<file path="config.mk">
export PLATFORM = sky130hd
export DESIGN_NAME = phy_dly_seq
export DESIGN_NICKNAME = d
export VERILOG_FILES = /design/src/rtl/phy_dly_seq.sv
export SDC_FILE = /design/constraint.sdc
export NUM_CORES = 1
export LEC_CHECK = 0
export ABC_AREA = 1
export ABC_CLOCK_PERIOD_IN_PS = 1500
export CORE_UTILIZATION = 55
export CTS_BUF_LIST = sky130_fd_sc_hd__clkbuf_8
export CTS_CLUSTER_SIZE = 14
export DETAILED_ROUTE_END_ITERATION = 12
export DONT_BUFFER_PORTS = 1
export PLACE_DENSITY = 0.79
export SETUP_SLACK_MARGIN = 0.05
export SYNTH_ARGS = -nofsm -noshare
export SYNTH_HDL_FRONTEND = slang
export SYNTH_SLANG_ARGS = --single-unit
</file>
<file path="constraint.sdc">
create_clock -name clk_div -period 1.5 [get_ports clk_div]
set_input_delay 0.3 -clock clk_div [delete_from_list [all_inputs] [get_ports clk_div]]
set_output_delay 0.3 -clock clk_div [all_outputs]
set_load 0.05 [all_outputs]
</file>
<file path="src/rtl/phy_dly_seq.sv">
`default_nettype none
// +-----------------------------------------------------------------------------+
// | phy_dly_seq : per-byte-lane IDELAY/ODELAY load and apply sequencer          |
// | Rev 1.0                                                                     |
// +-----------------------------------------------------------------------------+
module phy_dly_seq #(
  parameter int NUM_DLY = 10
) (
  input  logic               clk_div,
  input  logic               rst_n,
  input  logic               cmd_valid,
  output logic               cmd_ready,
  input  logic [1:0]         cmd_op,
  input  logic               cmd_dir,
  input  logic [4:0]         cmd_addr,
  input  logic [7:0]         cmd_data,
  output logic [7:0]         dly_data,
  output logic [NUM_DLY-1:0] set_idelay,
  output logic [NUM_DLY-1:0] set_odelay,
  output logic [NUM_DLY-1:0] ld_idelay,
  output logic [NUM_DLY-1:0] ld_odelay,
  output logic [NUM_DLY-1:0] pend_i,
  output logic [NUM_DLY-1:0] pend_o,
  output logic               err
);

  localparam logic [1:0] c_OP_SET       = 2'b00;
  localparam logic [1:0] c_OP_SET_APPLY = 2'b01;
  localparam logic [1:0] c_OP_APPLY     = 2'b10;
  localparam logic [1:0] c_OP_CLEAR     = 2'b11;
  localparam logic [4:0] c_ADDR_BCAST   = 5'd31;

  typedef enum logic [1:0] {
    IDLE = 2'd0,
    SET  = 2'd1,
    GAP  = 2'd2,
    LD   = 2'd3
  } state_t;

  state_t               r_state, w_state_nxt;
  logic                 r_dir, w_dir_nxt;
  logic                 r_apply, w_apply_nxt;
  logic [7:0]           r_dly, w_dly_nxt;
  logic [NUM_DLY-1:0]   r_set_i, w_set_i_nxt;
  logic [NUM_DLY-1:0]   r_set_o, w_set_o_nxt;
  logic [NUM_DLY-1:0]   r_ld_i, w_ld_i_nxt;
  logic [NUM_DLY-1:0]   r_ld_o, w_ld_o_nxt;
  logic [NUM_DLY-1:0]   r_pend_i, w_pend_i_nxt;
  logic [NUM_DLY-1:0]   r_pend_o, w_pend_o_nxt;
  logic                 r_err, w_err_nxt;
  logic [NUM_DLY-1:0]   w_mask;
  logic                 w_addr_ok;

  // Target select decode; address 31 hits every lane target.
  always_comb begin
    w_mask = '0;
    for (int i = 0; i < NUM_DLY; i++) begin
      w_mask[i] = (cmd_addr == c_ADDR_BCAST) || (cmd_addr == 5'(i));
    end
    w_addr_ok = (cmd_addr == c_ADDR_BCAST) || (int'(cmd_addr) < NUM_DLY);
  end

  always_comb begin
    w_state_nxt  = r_state;
    w_dir_nxt    = r_dir;
    w_apply_nxt  = r_apply;
    w_dly_nxt    = r_dly;
    w_set_i_nxt  = '0;
    w_set_o_nxt  = '0;
    w_ld_i_nxt   = '0;
    w_ld_o_nxt   = '0;
    w_pend_i_nxt = r_pend_i;
    w_pend_o_nxt = r_pend_o;
    w_err_nxt    = 1'b0;
    case (r_state)
      IDLE: begin
        if (cmd_valid) begin
          case (cmd_op)
            c_OP_SET, c_OP_SET_APPLY: begin
              if (w_addr_ok) begin
                w_state_nxt = SET;
                w_dir_nxt   = cmd_dir;
                w_apply_nxt = (cmd_op == c_OP_SET_APPLY);
                w_dly_nxt   = cmd_data;
                if (cmd_dir) w_set_o_nxt = w_mask;
                else         w_set_i_nxt = w_mask;
              end else begin
                w_err_nxt = 1'b1;
              end
            end
            c_OP_APPLY: begin
              w_state_nxt = LD;
              w_dir_nxt   = cmd_dir;
              if (cmd_dir) w_ld_o_nxt = r_pend_o;
              else         w_ld_i_nxt = r_pend_i;
            end
            c_OP_CLEAR: begin
              if (cmd_dir) w_pend_o_nxt = '0;
              else         w_pend_i_nxt = '0;
            end
            default: ;
          endcase
        end
      end
      SET: begin
        // Only the active direction's strobe is nonzero, so OR-ing both is safe.
        w_pend_i_nxt = r_pend_i | r_set_i;
        w_pend_o_nxt = r_pend_o | r_set_o;
        w_state_nxt  = GAP;
      end
      GAP: begin
        if (r_apply) begin
          w_state_nxt = LD;
          if (r_dir) w_ld_o_nxt = r_pend_o;
          else       w_ld_i_nxt = r_pend_i;
        end else begin
          w_state_nxt = IDLE;
        end
      end
      LD: begin
        if (r_dir) w_pend_o_nxt = '0;
        else       w_pend_i_nxt = '0;
        w_state_nxt = IDLE;
      end
      default: w_state_nxt = IDLE;
    endcase
  end

  always_ff @(posedge clk_div or negedge rst_n) begin
    if (!rst_n) begin
      r_state  <= IDLE;
      r_dir    <= 1'b0;
      r_apply  <= 1'b0;
      r_dly    <= '0;
      r_set_i  <= '0;
      r_set_o  <= '0;
      r_ld_i   <= '0;
      r_ld_o   <= '0;
      r_pend_i <= '0;
      r_pend_o <= '0;
      r_err    <= 1'b0;
    end else begin
      r_state  <= w_state_nxt;
      r_dir    <= w_dir_nxt;
      r_apply  <= w_apply_nxt;
      r_dly    <= w_dly_nxt;
      r_set_i  <= w_set_i_nxt;
      r_set_o  <= w_set_o_nxt;
      r_ld_i   <= w_ld_i_nxt;
      r_ld_o   <= w_ld_o_nxt;
      r_pend_i <= w_pend_i_nxt;
      r_pend_o <= w_pend_o_nxt;
      r_err    <= w_err_nxt;
    end
  end

  assign cmd_ready  = (r_state == IDLE);
  assign dly_data   = r_dly;
  assign set_idelay = r_set_i;
  assign set_odelay = r_set_o;
  assign ld_idelay  = r_ld_i;
  assign ld_odelay  = r_ld_o;
  assign pend_i     = r_pend_i;
  assign pend_o     = r_pend_o;
  assign err        = r_err;

endmodule
`default_nettype wire

</file>
==> After elaboration in Yosys (flattened, before gate mapping) <==
Index checks and enable logic that the tools add are counted.
{ "word_totals": {"latchBits": 0, "input_bits": 19, "memories": 0, "elab_cells": 104, "ramBits": 0, "regBits": 73, "romBits": 0} }
{ "classes": {"muxes": 43, "reduce_logical": 22, "n_eq_ne": 25, "n_addsub": 0, "shifts": 0, "n_mul": 0, "div_mod_pow": 0, "bitwise_logic": 2, "n_lt_le_gt_ge": 1} }
{ "ops": {"columns": ["op", "n"], "rows": [
  ["$mux W10", 28],
  ["$pmux W10 S3", 2],
  ["$pmux W10 S2", 2],
  ["$eq A5 B3 Y1 const B", 4],
  ["$or A10 B10 Y10", 2],
  ["$logic_or A1 B1 Y1", 11],
  ["$eq A5 B2 Y1 const B", 2],
  ["$eq A5 B4 Y1 const B", 2],
  ["$ne A2 B2 Y1 const B", 5],
  ["$reduce_and A5 Y1", 2],
  ["$eq A2 B2 Y1 const B", 4],
  ["$pmux W2 S4", 1],
  ["$reduce_and A4 Y1", 2],
  ["$mux W2", 3],
  ["$eq A5 B1 Y1 const B", 1],
  ["$eq A5 B5 Y1 const B", 1],
  ["$logic_not A5 Y1", 1],
  ["$lt A5 B4 Y1 const B", 1],
  ["$mux W1", 5],
  ["$eq A2 B1 Y1 const B", 2],
  ["$logic_not A2 Y1", 2],
  ["$ne A2 B1 Y1 const B", 2],
  ["$pmux W2 S2", 1],
  ["$ne A3 B1 Y1 const B", 1],
  ["6 further kinds", 6]
]} }

==> Logic depth before layout (Yosys ltp) <==
Gate-level depths: netlist (run 1).
{ "depth": {"ltp_word": 7, "ltp_mapped": 8} }

==> Worst setup path after synthesis (run 1) <==
OpenSTA, ideal clock, no wires.
{ "synth_timing": {"path_kind": "reg2reg", "startpoint": "register r_state[1]", "endpoint": "register r_set_o[0] (netlist: set_odelay[0])", "period_less_slack_ns": 1.545, "setup_slack_ns": -0.045, "required_time_ns": 1.419, "arrival_ns": 1.464, "setup_time_ns": 0.081, "path_stages_with_launch": 8, "path_cell_list": "dfrtp_1 nor2_4 inv_2 nor2_4 nand4_2 buf_6 buf_12 nor3_2"} }
{ "synth_via": {"elab_chain_cells": 2} }
{ "synth_lines": {"columns": ["element", "line_no", "source"], "rows": [
  ["start, declared", "40", "state_t r_state, w_state_nxt;"],
  ["start signal, assigned", "143", "r_state <= w_state_nxt;"],
  ["$logic_not A2 Y1", null, null],
  ["net cmd_ready", "12", "output logic cmd_ready,"],
  ["$mux W10", "75", "case (r_state)"],
  ["net w_set_o_nxt[0]", "45", "logic [NUM_DLY-1:0] r_set_o, w_set_o_nxt;"],
  ["end signal, assigned", "148", "r_set_o <= w_set_o_nxt;"],
  ["end, declared", "45", null]
]} }
The timed path passes the listed nets, and every way through them passes these cells.
A chain may end at the register's enable or synchronous reset.

==> Worst setup path in the final report (run 1) <==
{ "layout_timing": {"startpoint": "register r_state[0]", "endpoint": "output port cmd_ready"} }
{ "layout_via": {"elab_chain_cells": 1} }
{ "layout_lines": {"columns": ["element", "line_no", "source"], "rows": [
  ["$logic_not A2 Y1", "157", "assign cmd_ready = (r_state == IDLE);"],
  ["end, declared", "12", null]
]} }
Every way passes these cells.

==> flow_summary.yaml, run 1 <==
worst_setup_path:
  timing.setup.critical_path_class: "flop to output port"
  worst-path-stages: 2
  crit_fanout: 4
  path_cells: "nor2_4 -> buf_8"
  r2r_start: "r_state[0]"
  timing.critical_path.buf_inv: 1
  ff2ff_path_depth: 7
  worst_ep_arrival_time_ns: 1.14
  required_ns: 1.20
  kind_of_cell_adding_the_most_delay_to_the_critical_path: "flip-flops"
  worst_setup_path_start_kind: "flop"
  regToRegSetupSlack_ns: 0.08
  crit_path_end_kind: "output port"
  critical-path-max-stage-delay_ns: 0.43
  worst_reg2reg_endpoint: "r_apply"
  slowest_stage: "dfrtp_1"
global_route:
  pin_count_of_the_biggest_net_entering_global_routing: 74
  grt_pass1_vias: 2034
  use_met2_pct: 34.0
  grt.overflow.total: 0
  grt_first_pass_wirelength_mm: 9.91
  antenna_found_initial: 0
  groute.layer.met1.usage_pct: 28.9
  busiest_layer: "met2"
  met3_usage_pct: 10.6
  total_global_routing_track_utilization_pct: 22.7
floorplanning:
  die_x_um: 76.0
  fp-row-count: 26
  floorplan.io_pins: 89
  chipHeight_um: 76.0
  fp.coreArea_um2: 5170
  die_area_um2: 5770
  initial_utilization_pct: 58.2
sta:
  timing.final.crit_period_ns: 1.44
  final_hold_viol_count: 73
  worst_slew_pin_slew_ns: 0.556
  clock.fmax_mhz: 696
  min_period_over_period_pct: 95.7
  setup_ws_ns: 0.0641
  maxSlewViolCount: 0
  rsz0062_at_grt: "true"
  clock_skew_ns: 0.00934
  finalSetupTns_ns: 0
  timing.max_slew.rel_slack_pct: 63.0
  holdWs_ns: -0.354
  report.final.setup_viol: 0
clocking:
  cts.sink_count: 73
  max-clock-path-buffers: 2
  clkTransAtPathRegs_ns: 0.08
  cts_root_buffer: "clkbuf_8"
  clk_latency_ns: 0.34
  clock_tree.htree_level_count: 3
  clock_buffer_count_from_cts: 9
  clock_tree_from_tritoncts: "built"
finish:
  fin_nets: 321
  layout.cells.non_filler: 377
  area_delta_synth_final_pct: 14.8
  most_common_cell_after_layout_fill_and_taps_aside: "nand2_1"
  num_antenna_cells: 0
  fillCellCount: 358
  drive_above_1_share_pct: 19.9
  most_frequent_cells_in_the_layout: "nand2_1, dfrtp_1, o21ai_0, o21a_1, nor3_2"
yosys:
  synth.lib_cells_used.distinct: 23
  post_synthesis_instance_area_um2: 3010
  yosys_register_bits: 73
  synth.yosys.seq_area_share_pct: 60.7
  syn_area_per_cell_um2: 10.7
  ys.warnings.count: 0
  synth_top_cells_by_area: "dfrtp_1, nand2_1, nor3_2"
  netlist_instances: 282
  synth.top_cell.area_share_pct: 60.7
  syn-num-nets: 301
  largest_area_contributor_in_the_synthesized_netlist: "dfrtp_1"
detailed_routing:
  routed_wl_mm: 6.24
  dr_total_vias: 2094
  iteration_count_of_the_initial_detailed_routing_pass: 6
  drcViolationCount: 0
  ant_nets: 0
  viasPerCell: 5.55
  number_of_drc_markers_after_the_initial_detailed_route_iteration: 129
  avgRoutedWirePerCell_um: 16.5
placed_design:
  placedCellCount: 353
  dp_hpwl_mm: 4.04
  place_worst_setup_slack_ns: 0.0988
  gp_routability_congestion: 0.906
  buffer_ports.inserted: 0
min_path:
  min-delay-path-class: "primary input to asynchronous set/reset pin"
status:
  violations: "hold timing"
  run_status: "finished with violations"
pwr:
  power_leakage_nw: 1.73
  worst_ir_drop_vdd_mv: 1.05
  power.density_cell_area_nw_per_um2: 1970
  total_power_mw: 6.80
job:
  drv_cap: 0
## state kept, by name (all words and copies together) (netlist names)
name,flops
r_state,2
ld_odelay,10
pend_i,10
ld_idelay,10
err,1
set_odelay,10
pend_o,10
dly_data,8
set_idelay,10
r_apply,1
r_dir,1
## timing repair
action | in CTS | in global routing
endpoints found under the hold margin | 76 | 78
gates cloned | 0 | 1
hold buffers | 1 | 3
setup buffers | 2 | 1
gates resized for setup | 2 | 6
pin swaps | 1 | 2
setup endpoints to repair | 1 | 35
## Yosys cell counts, drive strengths merged
library cell and count:
nor2 7, nand3 5, inv 20, a21oi 1
nor3 23, buf 4, nand4 4, nand2 80
dfrtp 73, o21a 20, dlygate4sd1 2, clkbuf 3
o21ai 40
## kinds of logic (layout without fill, tap and decap cells)
group,Yosys count,in the layout,synth area share [%]
AOI/OAI and AO/OA,61,61,12.2
DFF,73,73,60.7
and+or+nand+nor,119,119,21.5
buffers and inverters,29,54,5.57
## metal layers
metal / vias up / part of all wire (%)
li1: 977 / -
met1: 1005 / 41
met2: 100 / 49
met3: 12 / 8.7
met4: 0 / 1.7
met5: - / 0
## final cells by class
cell class / count / area, µm² / area share (%)
well taps: 70 / 87.6 / 2.54
multi-input cells: 180 / 1030 / 29.7
inverters: 20 / 75.1 / 2.17
clock inverters: 6 / 91.3 / 2.64
flip-flops and latches: 73 / 1830 / 52.9
repair buffers: 18 / 206 / 5.98
clock buffers: 10 / 138 / 3.99
## per-stage QoR
step                      cell area [µm²]  utilization (%)
after global routing                 3450             66.8
final                                3450             66.8
after global placement               3130             60.5
after CTS                            3390             65.6
after detailed placement             3130             60.5
after floorplan                      3010                -
## worst max path at each step
stage / start / end / slack (ns)
floorplan: r_state[0] / set_odelay[0] / -0.03
global placement: r_state[1] / pend_i[8] / 0.16
finish: r_state[0] / cmd_ready / 0.06
global route: r_state[0] / set_odelay[7] / 0.02
CTS: r_state[1] / cmd_ready / 0.07
detailed placement: r_state[1] / pend_i[1] / 0.1
## where the power goes
group          switching (mW)  total (mW)  internal [mW]
logic                   0.743        1.22          0.480
registers                1.54        3.86           2.32
clock network           0.736        1.72          0.988
total                    3.02        6.80           3.79
Note: power is estimated with default switching activity, not from simulation.
==> run 2: changes to the inputs <==
--- a/config.mk
+++ b/config.mk
@@ -7,11 +7,13 @@
 export LEC_CHECK = 0
 export ABC_AREA = 1
 export ABC_CLOCK_PERIOD_IN_PS = 1500
+export CORE_ASPECT_RATIO = 0.75
 export CORE_UTILIZATION = 55
 export CTS_BUF_LIST = sky130_fd_sc_hd__clkbuf_8
 export CTS_CLUSTER_SIZE = 14
 export DETAILED_ROUTE_END_ITERATION = 12
 export DONT_BUFFER_PORTS = 1
+export MAX_ROUTING_LAYER = met4
 export PLACE_DENSITY = 0.79
 export SETUP_SLACK_MARGIN = 0.05
 export SYNTH_ARGS = -nofsm -noshare
==> run 2 against run 1 <==
The flow still finishes with violations (hold timing). Global-route usage is 0.35 points higher. Sequential share of layout area is 1.1 points higher. Sequential cell count unchanged. Die area hardly changed.
==> flow_summary.yaml, run 2 (same netlist as run 1, synthesis figures left out) <==
finish:
  most_common_cell_after_layout_fill_and_taps_aside: "nand2_1"
  num_antenna_cells: 0
  drive_above_1_share_pct: 20.3
  most_frequent_cells_in_the_layout: "nand2_1, dfrtp_1, o21ai_0"
  fin_nets: 320
  fin_util_pct: 66.9
  area_delta_synth_final_pct: 12.6
clocking:
  clk_latency_ns: 0.34
  clock_buffer_count_from_cts: 9
  clkTransAtPathRegs_ns: 0.08
  cts_root_buffer: "clkbuf_8"
  clock_tree_from_tritoncts: "built"
  cts.sink_count: 73
  clock_tree.htree_level_count: 3
  max-clock-path-buffers: 2
floorplanning:
  chipHeight_um: 66.0
  die_x_um: 87.4
  die_area_um2: 5770
  fp.coreArea_um2: 5060
  floorplan.io_pins: 89
  fp-row-count: 22
  initial_utilization_pct: 59.4
worst_setup_path:
  path_cells: "nor2_4 -> buf_8"
  critical-path-max-stage-delay_ns: 0.43
  kind_of_cell_adding_the_most_delay_to_the_critical_path: "flip-flops"
  timing.critical_path.buf_inv: 1
  crit_path_end_kind: "output port"
  worst_ep_arrival_time_ns: 1.12
  slowest_stage: "dfrtp_2"
  timing.setup.critical_path_class: "flop to output port"
  crit_fanout: 4
  worst_setup_path_start_kind: "flop"
  required_ns: 1.20
min_path:
  min-delay-path-class: "primary input to asynchronous set/reset pin"
pwr:
  worst_ir_drop_vdd_mv: 1.33
  total_power_mw: 6.54
  power_leakage_nw: 1.71
  power.density_cell_area_nw_per_um2: 1930
global_route:
  antenna_found_initial: 0
  grt_pass1_vias: 1875
  total_global_routing_track_utilization_pct: 23.1
  grt_first_pass_wirelength_mm: 9.38
  pin_count_of_the_biggest_net_entering_global_routing: 74
  grt.overflow.total: 0
sta:
  report.final.setup_viol: 0
  worst_slew_pin_slew_ns: 0.563
  setup_ws_ns: 0.0843
  clock.fmax_mhz: 706
  finalSetupTns_ns: 0
  timing.final.crit_period_ns: 1.42
  clock_skew_ns: 0.00934
  final_hold_viol_count: 73
  maxSlewViolCount: 0
  holdWs_ns: -0.358
  min_period_over_period_pct: 94.4
  timing.max_slew.rel_slack_pct: 62.4
  rsz0062_at_grt: "true"
detailed_routing:
  drcViolationCount: 0
  routed_wl_mm: 5.88
  number_of_drc_markers_after_the_initial_detailed_route_iteration: 161
  viasPerCell: 5.36
  avgRoutedWirePerCell_um: 15.6
  iteration_count_of_the_initial_detailed_routing_pass: 5
  dr_total_vias: 2027
  ant_nets: 0
placed_design:
  gp_routability_congestion: 0.963
  place_worst_setup_slack_ns: 0.0968
  buffer_ports.inserted: 0
  dp_hpwl_mm: 4.12
status:
  violations: "hold timing"
  run_status: "finished with violations"
job:
  drv_cap: 0
==> run 2: final timing paths <==
path                                  to  slack, ns  cells after the start       start
max                            cmd_ready       0.08                      2  r_state[0]
max reg2reg                      r_apply       0.10                      7  r_state[0]
max in group asynchronous     r_state[0]       1.75                      0       rst_n
min                         ld_idelay[2]      -0.36                      0       rst_n
min in group clk_div       set_idelay[4]       0.02                      1     cmd_dir
min reg2reg                    pend_i[9]       0.54                      2   pend_i[9]
==> run 2: routing by layer <==
metal	track usage, %	up-vias	wire [µm]	share of wire, %
met4	6.56	0	80	1.4
met3	11.5	7	658	11
met2	33.6	96	2580	44
met1	28.6	957	2560	44
li1	-	967	-	-
met5	-	-	0	0
==> run 2: cell type report <==
cell class | count | area, µm²
inverter | 20 | 75.1
fill | 405 | 1680
sequential | 73 | 1830
clock inverter | 7 | 72.6
clock buffer | 9 | 124
timing repair buffer | 17 | 178
tap | 72 | 90.1
multi-input combinational | 180 | 1020
==> run 2: metrics by stage <==
step	instances	cell area, µm²
2_1_floorplan	282	3010
3_3_place_gp	356	3130
3_5_place_dp	356	3130
4_1_cts	376	3360
5_1_grt	378	3390
6_report	378	3390
==> run 2: power by group <==
part	switching (mW)	internal, mW	total (mW)	leakage [nW]
sequential	1.49	2.32	3.81	0.994
clock	0.695	0.766	1.46	0.101
combinational	0.776	0.489	1.26	0.618
total	2.96	3.58	6.54	1.71
==> run 2: repair_timing <==
item,in CTS,in global routing
cloned,0,0
pin swaps,1,3
resized for setup,2,3
hold buffers,1,1
endpoints found under the setup margin,1,41
hold endpoints to repair,77,78
buffers inserted,3,1
==> run 3: changes to the inputs <==
--- a/config.mk
+++ b/config.mk
@@ -6,7 +6,7 @@
 export NUM_CORES = 1
 export LEC_CHECK = 0
 export ABC_AREA = 1
-export ABC_CLOCK_PERIOD_IN_PS = 1500
+export ABC_CLOCK_PERIOD_IN_PS = 1600
 export CORE_ASPECT_RATIO = 0.75
 export CORE_UTILIZATION = 55
 export CTS_BUF_LIST = sky130_fd_sc_hd__clkbuf_8
@@ -15,6 +15,7 @@
 export DONT_BUFFER_PORTS = 1
 export MAX_ROUTING_LAYER = met4
 export PLACE_DENSITY = 0.79
+export REMOVE_ABC_BUFFERS = 1
 export SETUP_SLACK_MARGIN = 0.05
 export SYNTH_ARGS = -nofsm -noshare
 export SYNTH_HDL_FRONTEND = slang
==> constraint.sdc (replaced) <==
create_clock -name clk_div -period 1.6 [get_ports clk_div]
set_input_delay 0.32 -clock clk_div [delete_from_list [all_inputs] [get_ports clk_div]]
set_output_delay 0.32 -clock clk_div [all_outputs]
set_load 0.05 [all_outputs]
==> run 3 against run 2 <==
Critical path depth unchanged. Register-to-register slack better by 0.04 ns. Critical path type unchanged. Wire length rose by 4.9%. Highest routed layer unchanged. The flow still finishes with violations (hold timing). Final cell count is 1.6% lower. Global-route usage rose by 1.0 points. Clock power rose by 16%.
==> flow_summary.yaml, run 3 (same netlist as run 1, synthesis figures left out) <==
finish:
  fillCellCount: 410
  seq_area_um2: 1830
  most_common_cell_after_layout_fill_and_taps_aside: "nand2_1"
  drive_above_1_share_pct: 18.3
  num_antenna_cells: 0
  fin_nets: 314
  most_frequent_cells_in_the_layout: "nand2_1, dfrtp_1, o21ai_0, inv_1"
  multi_input_comb_area_um2: 1010
  area_delta_synth_final_pct: 11.1
job:
  drv_cap: 0
sta:
  timing.final.crit_period_ns: 1.49
  maxSlewViolCount: 0
  holdWs_ns: -0.345
  final_hold_viol_count: 73
  timing.max_slew.rel_slack_pct: 63.8
  clock_skew_ns: 0.00833
  rsz0062_at_grt: "false"
  report.final.setup_viol: 0
  min_period_over_period_pct: 92.9
  worst_slew_pin_slew_ns: 0.543
  clock.fmax_mhz: 673
global_route:
  grt_first_pass_wirelength_mm: 9.83
  grt_pass1_vias: 1995
  pin_count_of_the_biggest_net_entering_global_routing: 74
  antenna_found_initial: 0
  total_global_routing_track_utilization_pct: 24.1
  grt.overflow.total: 0
pwr:
  power.density_cell_area_nw_per_um2: 1890
  total_power_mw: 6.33
  power_leakage_nw: 1.70
  worst_ir_drop_vdd_mv: 1.39
clocking:
  clock_tree.htree_level_count: 3
  clkTransAtPathRegs_ns: 0.07
  clock_tree_from_tritoncts: "built"
  cts.sink_count: 73
  cts_root_buffer: "clkbuf_8"
  clk_latency_ns: 0.35
  clock_buffer_count_from_cts: 9
  max-clock-path-buffers: 2
worst_setup_path:
  crit_fanout: 5
  crit_path_end_kind: "output port"
  worst_ep_arrival_time_ns: 1.17
  worst_setup_path_start_kind: "flop"
  ff2ff_path_depth: 7
  timing.setup.critical_path_class: "flop to output port"
  required_ns: 1.28
status:
  run_status: "finished with violations"
  violations: "hold timing"
detailed_routing:
  routed_wl_mm: 6.17
  viasPerCell: 5.50
  avgRoutedWirePerCell_um: 16.6
  iteration_count_of_the_initial_detailed_routing_pass: 4
  number_of_drc_markers_after_the_initial_detailed_route_iteration: 177
  ant_nets: 0
  drcViolationCount: 0
  dr_total_vias: 2046
min_path:
  min-delay-path-class: "primary input to asynchronous set/reset pin"
floorplanning:
  initial_utilization_pct: 59.4
  fp-row-count: 22
  die_x_um: 87.4
  fp.coreArea_um2: 5060
  die_area_um2: 5770
  chipHeight_um: 66.0
  floorplan.io_pins: 89
placed_design:
  gp_routability_congestion: 0.920
  buffer_ports.inserted: 0
  dp_hpwl_mm: 4.25
## run 3: cell count changes in the layout (fill, tap and decap cells not counted), sizes merged
| cell | change |
|---|---|
| bufinv | +2 |
| clkinvlp | -1 |
| buf | -5 |
| inv | +1 |
| dlygate4sd3 | -1 |
| clkinv | -2 |
## run 3: area by class of cell
cell class	instances	share of cell area (%)
clock buffer	9	3.71
clock inverter	7	3.33
inverter	20	2.25
multi-input combinational	180	30.3
sequential	73	54.7
tap	72	2.69
timing repair buffer	11	3.03
## run 3: per-layer routing
| layer | track usage [%] | wire length, µm | vias up | share of wire, % |
|---|---|---|---|---|
| met1 | 29.2 | 2630 | 1006 | 43 |
| met5 | - | 0 | - | 0 |
| met2 | 35.3 | 2910 | 82 | 47 |
| met4 | 7.17 | 40 | 0 | 0.65 |
| li1 | - | - | 954 | - |
| met3 | 12.5 | 591 | 4 | 9.6 |
## run 3: metrics by stage
stage | instances | TNS [ns] | instance area [µm²] | utilization, % | worst slack (ns)
3_5_place_dp | 353 | 0 | 3080 | 60.8 | 0.144
4_1_cts | 369 | 0 | 3310 | 65.4 | 0.0535
5_1_grt | 372 | 0 | 3340 | 66.0 | 0.0568
3_3_place_gp | 353 | 0 | 3080 | 60.8 | 0.233
6_report | 372 | 0 | 3340 | 66.0 | 0.113
2_1_floorplan | 273 | -14.08 | 2920 | - | -0.523
## run 3: final timing paths
check	start	slack, ns	to
setup reg to reg	r_state[0]	0.14	dly_data[7]
hold / removal	rst_n	-0.34	pend_i[8]
hold reg to reg	r_apply	0.53	r_apply
setup / recovery	r_state[0]	0.11	cmd_ready
min in group clk_div	cmd_dir	0.02	set_idelay[8]
max in group asynchronous	rst_n	1.81	r_state[1]
## run 3: power breakdown
group	switching [mW]	internal, mW
registers	1.45	2.17
logic	0.651	0.367
clock network	0.663	1.02
## run 3: what timing repair did
item | 4_1_cts | 5_1_grt
endpoints found under the setup margin | 0 | 12
resized for setup | 0 | 2
setup buffers | 0 | 2
endpoints found under the hold margin | 73 | 78
## run 3: critical path, stage by stage, from the launching register on
cell     delay (ns)
dfrtp_1        0.44
nor2_4         0.19
buf_6          0.19
